## src/rtl/fetch_sequencer_pkg.sv

```systemverilog
// rtl/fetch_sequencer_pkg.sv - shared state encodings, status constants and instruction field positions
package fetch_sequencer_pkg;

  typedef enum logic [2:0] {
    ST_IDLE  = 3'd0,
    ST_FETCH = 3'd1,
    ST_ISSUE = 3'd2,
    ST_EXEC  = 3'd3,
    ST_ERROR = 3'd4
  } state_t;

  localparam logic STATUS_HALT = 1'b0;
  localparam logic STATUS_RUN  = 1'b1;

  // Instruction byte layout shared with the control unit
  localparam int OPC_MSB = 7;
  localparam int OPC_LSB = 6;
  localparam int RA_MSB  = 5;
  localparam int RA_LSB  = 3;
  localparam int RB_MSB  = 2;
  localparam int RB_LSB  = 0;

  function automatic logic [1:0] opcode_of(input logic [7:0] insn);
    return insn[OPC_MSB:OPC_LSB];
  endfunction

endpackage

```

## src/rtl/fetch_sequencer_if.sv

```systemverilog
// rtl/fetch_sequencer_if.sv - program-memory and control-unit handshake bundle
interface fetch_sequencer_if #(
  parameter int PC_W = 8
) ();

  logic            mem_req;
  logic [PC_W-1:0] mem_addr;
  logic            mem_ack;
  logic [7:0]      mem_rdata;
  logic [7:0]      ir;
  logic            cu_start;
  logic            cu_done;

  modport master (
    output mem_req, mem_addr, ir, cu_start,
    input  mem_ack, mem_rdata, cu_done
  );

  modport slave (
    input  mem_req, mem_addr, ir, cu_start,
    output mem_ack, mem_rdata, cu_done
  );

endinterface

```

## src/rtl/fetch_timeout_ctr.sv

```systemverilog
// rtl/fetch_timeout_ctr.sv - clear/enable wait counter, expired on the TIMEOUT-th waiting cycle
module fetch_timeout_ctr #(
  parameter int TIMEOUT = 15
) (
  input  logic clk,
  input  logic rst,
  input  logic clear,
  input  logic en,
  output logic expired
);

  localparam int CW = $clog2(TIMEOUT + 1);

  logic [CW-1:0] count;

  // count holds cycles already waited, so the current cycle is number count+1
  assign expired = en && (count == CW'(TIMEOUT - 1));

  always_ff @(posedge clk) begin
    if (rst || clear) begin
      count <= '0;
    end else if (en && !expired) begin
      count <= count + 1'b1;
    end
  end

endmodule

```

## src/rtl/fetch_sequencer.sv

```systemverilog
// rtl/fetch_sequencer.sv - PC owner: fetch, issue, wait for done, with run/step/halt and fetch timeout
module fetch_sequencer
  import fetch_sequencer_pkg::*;
#(
  parameter int PC_W    = 8,
  parameter int CNT_W   = 16,
  parameter int TIMEOUT = 15
) (
  input  logic             clk,
  input  logic             rst,
  input  logic             run,
  input  logic             step,
  input  logic             pc_load,
  input  logic [PC_W-1:0]  pc_load_val,
  fetch_sequencer_if.master bus,
  output logic [PC_W-1:0]  pc,
  output logic             busy,
  output logic             err,
  output logic [CNT_W-1:0] retired
);

  state_t     state;
  logic       one_shot;
  logic       timeout;
  logic [7:0] ir_q;

  fetch_timeout_ctr #(
    .TIMEOUT(TIMEOUT)
  ) u_timeout (
    .clk     (clk),
    .rst     (rst),
    .clear   (state != ST_FETCH),
    .en      (state == ST_FETCH),
    .expired (timeout)
  );

  always_ff @(posedge clk) begin
    if (rst) begin
      state    <= ST_IDLE;
      pc       <= '0;
      ir_q     <= '0;
      retired  <= '0;
      err      <= 1'b0;
      one_shot <= 1'b0;
    end else begin
      case (state)
        ST_IDLE: begin
          if (pc_load) begin
            pc <= pc_load_val;
          end else if (run == STATUS_RUN || step) begin
            state    <= ST_FETCH;
            one_shot <= step && (run == STATUS_HALT);
          end
        end
        ST_FETCH: begin
          // an ack arriving on the expiry cycle still wins
          if (bus.mem_ack) begin
            ir_q  <= bus.mem_rdata;
            state <= ST_ISSUE;
          end else if (timeout) begin
            err   <= 1'b1;
            state <= ST_ERROR;
          end
        end
        ST_ISSUE: state <= ST_EXEC;
        ST_EXEC: begin
          if (bus.cu_done) begin
            pc <= pc + 1'b1;
            if (retired != {CNT_W{1'b1}}) retired <= retired + 1'b1;
            state <= (run == STATUS_RUN && !one_shot) ? ST_FETCH : ST_IDLE;
          end
        end
        ST_ERROR: begin
          if (pc_load) pc <= pc_load_val;
        end
        default: state <= ST_IDLE;
      endcase
    end
  end

  assign bus.mem_req  = (state == ST_FETCH);
  assign bus.mem_addr = pc;
  assign bus.cu_start = (state == ST_ISSUE);
  assign bus.ir       = ir_q;
  assign busy         = (state != ST_IDLE) && (state != ST_ERROR);

endmodule
```

## src/flat_wrapper.sv

```systemverilog
// flat-port wrapper written by rule: the top's interface ports become plain ports
module fetch_sequencer_flat import fetch_sequencer_pkg::*;
#(
  parameter int PC_W    = 8,
  parameter int CNT_W   = 16,
  parameter int TIMEOUT = 15
)
  (clk, rst, run, step, pc_load, pc_load_val, pc, busy, err, retired, bus_mem_req, bus_mem_addr, bus_ir, bus_cu_start, bus_mem_ack, bus_mem_rdata, bus_cu_done);
  fetch_sequencer_if #(.PC_W(PC_W)) bus_i ();
  input  logic clk;
  input  logic rst;
  input  logic run;
  input  logic step;
  input  logic pc_load;
  input  logic [PC_W-1:0] pc_load_val;
  output logic [PC_W-1:0] pc;
  output logic busy;
  output logic err;
  output logic [CNT_W-1:0] retired;
  output wire logic [$bits(bus_i.mem_req)-1:0] bus_mem_req;
  output wire logic [$bits(bus_i.mem_addr)-1:0] bus_mem_addr;
  output wire logic [$bits(bus_i.ir)-1:0] bus_ir;
  output wire logic [$bits(bus_i.cu_start)-1:0] bus_cu_start;
  input wire logic [$bits(bus_i.mem_ack)-1:0] bus_mem_ack;
  input wire logic [$bits(bus_i.mem_rdata)-1:0] bus_mem_rdata;
  input wire logic [$bits(bus_i.cu_done)-1:0] bus_cu_done;
  assign bus_mem_req = bus_i.mem_req;
  assign bus_mem_addr = bus_i.mem_addr;
  assign bus_ir = bus_i.ir;
  assign bus_cu_start = bus_i.cu_start;
  assign bus_i.mem_ack = bus_mem_ack;
  assign bus_i.mem_rdata = bus_mem_rdata;
  assign bus_i.cu_done = bus_cu_done;
  fetch_sequencer #(.PC_W(PC_W), .CNT_W(CNT_W), .TIMEOUT(TIMEOUT)) u_core (.clk(clk), .rst(rst), .run(run), .step(step), .pc_load(pc_load), .pc_load_val(pc_load_val), .bus(bus_i), .pc(pc), .busy(busy), .err(err), .retired(retired));
endmodule
```

## config.mk

```make
export PLATFORM = sky130hd
export DESIGN_NAME = fetch_sequencer_flat
export DESIGN_NICKNAME = d
export VERILOG_FILES = /design/src/rtl/fetch_sequencer_pkg.sv /design/src/rtl/fetch_sequencer_if.sv /design/src/rtl/fetch_timeout_ctr.sv /design/src/rtl/fetch_sequencer.sv /design/src/flat_wrapper.sv
export SDC_FILE = /design/constraint.sdc
export NUM_CORES = 1
export LEC_CHECK = 0
export CAP_MARGIN = 20
export CELL_PAD_IN_SITES_DETAIL_PLACEMENT = 1
export CELL_PAD_IN_SITES_GLOBAL_PLACEMENT = 1
export CORE_ASPECT_RATIO = 0.75
export CORE_MARGIN = 2
export CORE_UTILIZATION = 48
export DETAILED_ROUTE_END_ITERATION = 10
export DONT_BUFFER_PORTS = 1
export PLACE_DENSITY = 0.82
export SKIP_CTS_REPAIR_TIMING = 1
export SLEW_MARGIN = 25
export SYNTH_ARGS = -nofsm -noshare
export SYNTH_HDL_FRONTEND = slang
export SYNTH_SLANG_ARGS = --single-unit
```

## constraint.sdc

```tcl
create_clock -name clk -period 5.7 [get_ports clk]
set_input_delay 0.855 -clock clk [delete_from_list [all_inputs] [get_ports clk]]
set_output_delay 0.855 -clock clk [all_outputs]
set_load 0.005 [all_outputs]
```

# ---- After elaboration in Yosys (flattened, before gate mapping)
# Index checks and enable logic that the tools add are counted.
dict set report classes {
  n_addsub 3
  n_mux 10
  reduce_logical 19
  eq_ne 13
  bitwise_logic 4
}
# op n
set ops {}
lappend ops {{16-bit by 1-bit adder with 16-bit output (second input constant)} 1}
lappend ops {{8-bit two-way mux} 2}
lappend ops {{16-bit != test (second input constant)} 1}
lappend ops {{8-bit one-hot mux with 2 select lines} 1}
lappend ops {{3-bit two-way mux} 5}
lappend ops {{3-bit one-hot mux with 5 select lines} 1}
lappend ops {{3-bit AND reduction} 4}
lappend ops {{8-bit by 1-bit adder with 8-bit output (second input constant)} 1}
lappend ops {{3-bit by 2-bit equality test with 1-bit output (second input constant)} 2}
lappend ops {{1-bit logical AND} 5}
lappend ops {{5-bit AND reduction} 1}
lappend ops {{4-bit by 1-bit adder with 4-bit output (second input constant)} 1}
lappend ops {{4-bit equality test (second input constant)} 1}
lappend ops {{2-bit by 1-bit != test with 1-bit output (second input constant)} 2}
lappend ops {{2-bit != test (second input constant)} 2}
lappend ops {{1-bit inverter} 4}
lappend ops {{3-bit by 1-bit equality test with 1-bit output (second input constant)} 1}
lappend ops {{3-bit equality test (second input constant)} 1}
lappend ops {{3-bit zero test} 1}
lappend ops {{3-bit by 1-bit != test with 1-bit output (second input constant)} 1}
lappend ops {{3-bit by 2-bit != test with 1-bit output (second input constant)} 1}
lappend ops {{3-bit != test (second input constant)} 1}
lappend ops {{3-bit nonzero test} 1}
lappend ops {{1-bit zero test} 2}
lappend ops {{other kinds (5)} 6}
dict set report word_totals {
  in_bits 23
  output_inout_bits 44
  word_cells 56
  ff_bits 41
}

# ---- Longest topological paths before layout
# Gate-level depths: netlist (run 1).
dict set report depth {
  depth_word 5
  mapped_depth 7
  mapped_depth_nobuf 6
}

# ---- Modules after synthesis
# From an unflattened synthesis (run 1), not the netlist that was laid out.
dict set report hier_totals {
  cells_unflattened 264
  hier_area_um2 2148.3
}
# mod instances seq_area_each_um2 cells_per_inst area_each_um2
set by_module_without_submodules {}
lappend by_module_without_submodules {fetch_sequencer 1 740.7 241 1931.9}
lappend by_module_without_submodules {fetch_timeout_ctr 1 80.1 23 216.5}

# ---- Worst setup path before layout (run 1)
# Ideal clock, no wire load.
dict set report synth_timing {
  path_kind {input port to flip-flop}
  from {input port bus_cu_done}
  to {register u_core.retired[15]}
  path_buffers 0
  required_time_ns 5.629
  cell_stages 4
  setup_ns 0.071
  t_arrival_ns 2.136
  path_slack_ns 3.493
  cell_sequence {nand4b_4 or4_4 or4_1 a21oi_1}
}
dict set report synth_between {
  elab_chain_len 1
}
# element line
set synth_rtl {}
lappend synth_rtl {{start, declared} flat_wrapper.sv:26} ;# input wire logic [$bits(bus_i.cu_done)-1:0] bus_cu_done;
lappend synth_rtl {{3-bit AND reduction (no source line)} --}
lappend synth_rtl {{end signal, assigned} fetch_sequencer.sv:69} ;# if (retired != {CNT_W{1'b1}}) retired <= retired + 1'b1;
lappend synth_rtl {{end, declared} fetch_sequencer.sv:19} ;# output logic [CNT_W-1:0] retired
# No other way between the ends.
# A chain may end at the register's enable or synchronous reset.

# ---- Worst setup path in the final report (run 1)
dict set report layout_timing {
  from {register u_core.state[0]}
  to {output port bus_mem_req}
}
dict set report layout_between {
  elab_chain_len 1
}
# element line
set layout_rtl {}
lappend layout_rtl {{start, declared} fetch_sequencer.sv:22} ;# state_t state;
lappend layout_rtl {{start signal, assigned} fetch_sequencer.sv:70} ;# state <= (run == STATUS_RUN && !one_shot) ? ST_FETCH : ST_IDLE;
lappend layout_rtl {{3-bit by 1-bit equality test with 1-bit output} fetch_sequencer.sv:81} ;# assign bus.mem_req = (state == ST_FETCH);
lappend layout_rtl {{end, declared} flat_wrapper.sv:20} ;# output wire logic [$bits(bus_i.mem_req)-1:0] bus_mem_req;
# No other way between the ends.

==> reports/results.ini, run 1 <==
[detailed_routing]
antenna_left=0
drt-initial-drc-count=58
vias=1923
drc=0
viasPerCell=6.22
wl_um=5580
wire_per_inst_um=18.1
dr.pass1.iters=4

[power]
combPwrFrac=0.083
peakVddDrop_mv=0.180
swShare=0.239
clkPwrFrac=0.432
power_density_nw_per_um2=291
p_int_mw=0.491
fin_total_pwr_mw=0.646
p_leak_nw=0.745
p_seq_frac=0.485
power_switching_mw=0.154

[synth]
synth_area_sq_um=2120
ys_seq_area_frac=0.387
yosys.area.top_type=dfxtp_1
ys_ff_latch=41
netlist_instances=265
syn_nets=292
synth_cell_type_count=41
synth_top_area_share=0.387
synth.avg_cell_area_sq_um=7.99
yosysWarnings=0
synth_area_leaders=dfxtp_1, a21oi_1, nand2_1
async_flop_share=0
synth_edf_count=0
synthFlopType=dfxtp_1

[floorplanning]
io_pins=67
placementRows=20
fp.coreArea_sq_um=4150
dieHeight_um=61.5
start_util=0.510
die-area_sq_um=4970
die_x_um=80.7

[global_route]
gr-total-overflow=0
grt_pass1_wl_um=9090
grt_pass1_vias=1841
grt.total_usage=0.238
grt_max_degree=43
antenna_found_initial=0

[sta]
setup_ws_ns=3.18
final.setup_skew_ns=0.00666
worst_pin_slew_ns=0.943
slew_headroom=0.370
fmax_mhz=397
grt_setup_unrepaired=false
finalSetupTns_ns=0
period_minus_slack_ns=2.52
period_share=0.441
finalSetupViolations=0
hold_ws_ns=0.473
hold_violations=0
drv_slew=0

[status]
outcome=complete, no violations

[placed_design]
place_area_sq_um=2090
dp_cells=301
gp_routability_congestion=0.792
io_buffers=0
hpwl_um=3840
place_ws_ns=3.27

[layout]
ff_latch_area_sq_um=821
diodes=0
multiInputGateArea_sq_um=1160
final_cell_mix=dfxtp_1, a21oi_1, nand2_1
layout_commonest_cell=dfxtp_1
syn2layout_area_growth_pct=4.90
final_util=0.535
layoutNonFillerInstCount=309
stdcell_area_sq_um=2220
drive_gt1_frac=0.0669
nets=280
fill_cells=539

[worst_setup_path]
endpoint_kind=primary output
worstRegToRegCells=6
worst-path-buf-inv=0
slowest_delay_ns=0.82
required_ns=4.85
path_class=reg -> out
crit_arrival_ns=1.66
r2r_start=u_core.retired[0]
r2r_end=u_core.retired[9]
critPathLaunchType=register
worst_path_max_delay_cell=nor3b_1
path_delay_family=simple AND/OR/NAND/NOR gates
crit_chain=nor3b_1
crit_fanout=10
reg2reg_slack_ns=3.43

[worst_hold_path]
min_from=u_core.bus.ir[5]
holdCritPathClass=reg -> reg
worstHoldEndpoint=u_core.bus.ir[5]
min_path_cells=2

[run]
cap_violations=0

[cts]
clockBufferDepth=2
h-tree-depth=2
cts_tree=yes
cts_made_buffers=5
clk_pin_slew_ns=0.08
clock_latency_ns=0.29
numClockSinks=41
clock-root-buffer=clkbuf_8

-- power groups by stage --
stage | registers (mW) | clock network (mW) | logic (mW)
floorplan | 0.312 | 0 | 0.0560
global placement | 0.319 | 0 | 0.0518
detailed placement | 0.320 | 0 | 0.0533
CTS | 0.313 | 0.283 | 0.0536
global route | 0.316 | 0.296 | 0.0612
finish | 0.313 | 0.279 | 0.0536
-- layer usage --
metal  GRT usage  vias up  wire length [um]
met2       0.381       61              2520
met1       0.315      916              2640
met5           0        -                 0
met3      0.0777        4               387
met4      0.0605        0                36
li1            -      942                 -
-- synth_stat cells (4+ instances only) --
cell,instances
nand2_1,29
ha_1,4
a21oi_1,33
clkbuf_1,8
nand4_1,7
o31ai_1,9
inv_1,7
nor3b_1,5
o21ai_0,15
or4_1,8
dfxtp_1,41
nor4_1,5
a211oi_1,4
buf_4,8
nand3_1,11
nor2_1,19
and2_1,7
nor3_1,8
and3_1,5
-- area by class of cell --
class | instances | area share
tap | 55 | 0.0310
inverter | 7 | 0.0118
clock inverter | 3 | 0.0293
timing repair buffer | 2 | 0.00676
clock buffer | 5 | 0.0310
sequential | 41 | 0.369
multi-input combinational | 196 | 0.521
-- cell families after synthesis --
logic type,share of synthesized area
flip-flops,0.387
adder cells (fa/ha/maj),0.0236
AND/OR/NAND/NOR,0.306
AO/OA/AOI/OAI,0.198
multiplexers,0.0159
buffers and inverters,0.0691
-- worst max-delay path by stage --
stage               startpoint                 end  slack (ns)  cells past startpoint
2_1_floorplan      bus_cu_done  u_core.retired[15]        3.49                      4
3_3_place_gp       bus_cu_done  u_core.retired[15]        3.31                      4
3_5_place_dp       bus_cu_done  u_core.retired[15]        3.27                      4
4_1_cts        u_core.state[0]         bus_mem_req        3.18                      1
5_1_grt        u_core.state[0]         bus_mem_req        3.10                      1
6_report       u_core.state[0]         bus_mem_req        3.18                      1
-- flip-flops by register name, summed over array words and instances (netlist names) --
| name | flops |
|---|---|
| u_core.retired | 16 |
| u_core.bus.ir | 8 |
| u_core.bus.mem_addr | 8 |
| u_core.u_timeout.count | 4 |
| u_core.state | 3 |
| u_core.err | 1 |
| u_core.one_shot | 1 |
-- worst min-delay path, stage by stage (launching register included) --
cell and delay (ns):
dfxtp_1 0.33, nand2_1 0.06, a21oi_1 0.05
Power figures use the tool's default switching activity.
==> inputs of run 2 (changes only) <==
--- a/config.mk
+++ b/config.mk
@@ -10,10 +10,10 @@
 export CELL_PAD_IN_SITES_GLOBAL_PLACEMENT = 1
 export CORE_ASPECT_RATIO = 0.75
 export CORE_MARGIN = 2
-export CORE_UTILIZATION = 48
+export CORE_UTILIZATION = 40
 export DETAILED_ROUTE_END_ITERATION = 10
 export DONT_BUFFER_PORTS = 1
-export PLACE_DENSITY = 0.82
+export PLACE_DENSITY = 0.73
 export SKIP_CTS_REPAIR_TIMING = 1
 export SLEW_MARGIN = 25
 export SYNTH_ARGS = -nofsm -noshare
==> constraint.sdc (replaced) <==
create_clock -name clk -period 2.1 [get_ports clk]
set_input_delay 0.315 -clock clk [delete_from_list [all_inputs] [get_ports clk]]
set_output_delay 0.315 -clock clk [all_outputs]
set_load 0.005 [all_outputs]
==> reports/results.ini, run 2 (same netlist as run 1, synthesis figures left out) <==
[status]
outcome=complete, no violations

[global_route]
gr-total-overflow=0
antenna_found_initial=0
top_usage_layer=met2
use_met2=0.324
grt_pass1_wl_um=9200
grt_max_degree=43
grt.total_usage=0.197
grt_pass1_vias=1931
use_met1=0.253
met3_usage=0.0706

[cts]
clock-root-buffer=clkbuf_8
clockBufferDepth=2
h-tree-depth=2
cts_made_buffers=5
numClockSinks=41
clock_latency_ns=0.29
clk_pin_slew_ns=0.09
cts_tree=yes

[worst_setup_path]
path_class=reg -> reg
crit_fanout=6
reg2reg_slack_ns=0.08
r2r_end=u_core.retired[15]
crit_arrival_ns=2.25
required_ns=2.33
endpoint_kind=register
critPathLaunchType=register
worstRegToRegCells=4
r2r_start=u_core.retired[4]

[worst_hold_path]
min_path_cells=1
worstHoldEndpoint=u_core.retired[10]
holdCritPathClass=in -> reg
min_from=rst

[sta]
finalSetupTns_ns=0
finalSetupViolations=0
hold_violations=0
worst_pin_slew_ns=0.597
period_minus_slack_ns=2.02
drv_slew=0
fmax_mhz=495
slew_headroom=0.602
final.setup_skew_ns=0.00692
grt_setup_unrepaired=false
period_share=0.963

[power]
power_density_nw_per_um2=721
p_int_mw=1.26
p_leak_nw=0.804
p_seq_frac=0.501
power_switching_mw=0.419
peakVddDrop_mv=0.330
clkPwrFrac=0.401
swShare=0.250
combPwrFrac=0.098

[floorplanning]
die_x_um=88.0
die-area_sq_um=5900
io_pins=67
fp.coreArea_sq_um=5010
dieHeight_um=67.0
placementRows=22
start_util=0.423

[layout]
top_register=u_core.retired
layoutNonFillerInstCount=339
diodes=0
layout_commonest_cell=dfxtp_1
stdcell_area_sq_um=2330
final_cell_mix=dfxtp_1, a21oi_1, nand2_1
largest_reg_flops=16
drive_gt1_frac=0.116
syn2layout_area_growth_pct=9.98
nets=293

[detailed_routing]
antenna_left=0
viasPerCell=5.68
wl_um=5460
drc=0
dr.pass1.iters=3
wire_per_inst_um=16.1
vias=1927
drt-initial-drc-count=71

[run]
cap_violations=0

[placed_design]
gp_routability_congestion=0.802
dp_cells=331
place_area_sq_um=2210
hpwl_um=3940
io_buffers=0

==> run 2: changes by cell type in the layout (fill, tap and decap cells not counted) <==
cell | previous run | this run
nor2_2 | 0 | 1
bufinv_16 | 2 | 1
nor2_1 | 19 | 18
buf_4 | 2 | 15
clkinv_2 | 1 | 0
clkinvlp_4 | 0 | 1
clkbuf_8 | 5 | 6
==> run 2: routing by layer <==
metal	part of all wire	wire length [um]	vias up
li1	-	-	966
met1	0.49	2670	916
met2	0.43	2370	41
met3	0.071	389	4
met4	0.0053	29	0
met5	0	0	-
==> run 2: power by group through the flow <==
stage | Combinational, mW | Sequential [mW] | Clock (mW)
3_3_place_gp | 0.160 | 0.860 | 0
4_1_cts | 0.166 | 0.842 | 0.696
5_1_grt | 0.191 | 0.849 | 0.732
2_1_floorplan | 0.152 | 0.848 | 0
3_5_place_dp | 0.164 | 0.860 | 0
6_report | 0.164 | 0.841 | 0.673
==> run 2: through the flow <==
stage,power [mW],util,hold slack [ns],worst slack [ns]
2_1_floorplan,1.00,-,0.412,0.271
3_3_place_gp,1.02,0.441,0.390,0.137
3_5_place_dp,1.02,0.441,0.391,0.127
4_1_cts,1.70,0.465,0.0733,0.0823
5_1_grt,1.77,0.465,0.0588,0.000304
6_report,1.68,0.465,0.0838,0.0786
==> run 2: cell type report <==
type | count | area, sq um
clock buffers | 6 | 82.6
clock inverters | 2 | 37.5
fillers | 628 | 2680
inverters | 7 | 26.3
multi-input cells | 196 | 1160
flip-flops and latches | 41 | 821
well taps | 72 | 90.1
repair buffers | 15 | 113
==> run 2: worst max path at each step <==
stage                 startpoint                 end  slack (ns)  cells after the start
6_report       u_core.retired[4]  u_core.retired[15]        0.08                      4
5_1_grt        u_core.retired[0]  u_core.retired[14]      0.0003                      5
4_1_cts        u_core.retired[4]  u_core.retired[15]        0.08                      4
3_5_place_dp   u_core.retired[4]  u_core.retired[15]        0.13                      4
3_3_place_gp   u_core.retired[4]  u_core.retired[15]        0.14                      4
2_1_floorplan    u_core.state[2]  u_core.retired[15]        0.27                      5
==> run 2: worst max-delay path, cell delays in order (launching register included) <==
cell and delay, ns:
dfxtp_1 0.42, nand4_1 0.29, or4_4 0.63, or4_1 0.48, a21oi_1 0.14
==> inputs of run 3 (changes only) <==
--- a/config.mk
+++ b/config.mk
@@ -11,6 +11,7 @@
 export CORE_ASPECT_RATIO = 0.75
 export CORE_MARGIN = 2
 export CORE_UTILIZATION = 40
+export CTS_CLUSTER_SIZE = 14
 export DETAILED_ROUTE_END_ITERATION = 10
 export DONT_BUFFER_PORTS = 1
 export PLACE_DENSITY = 0.73
==> results of run 3 <==
The final DEF is identical to that of run 2; final timing and power are the same.
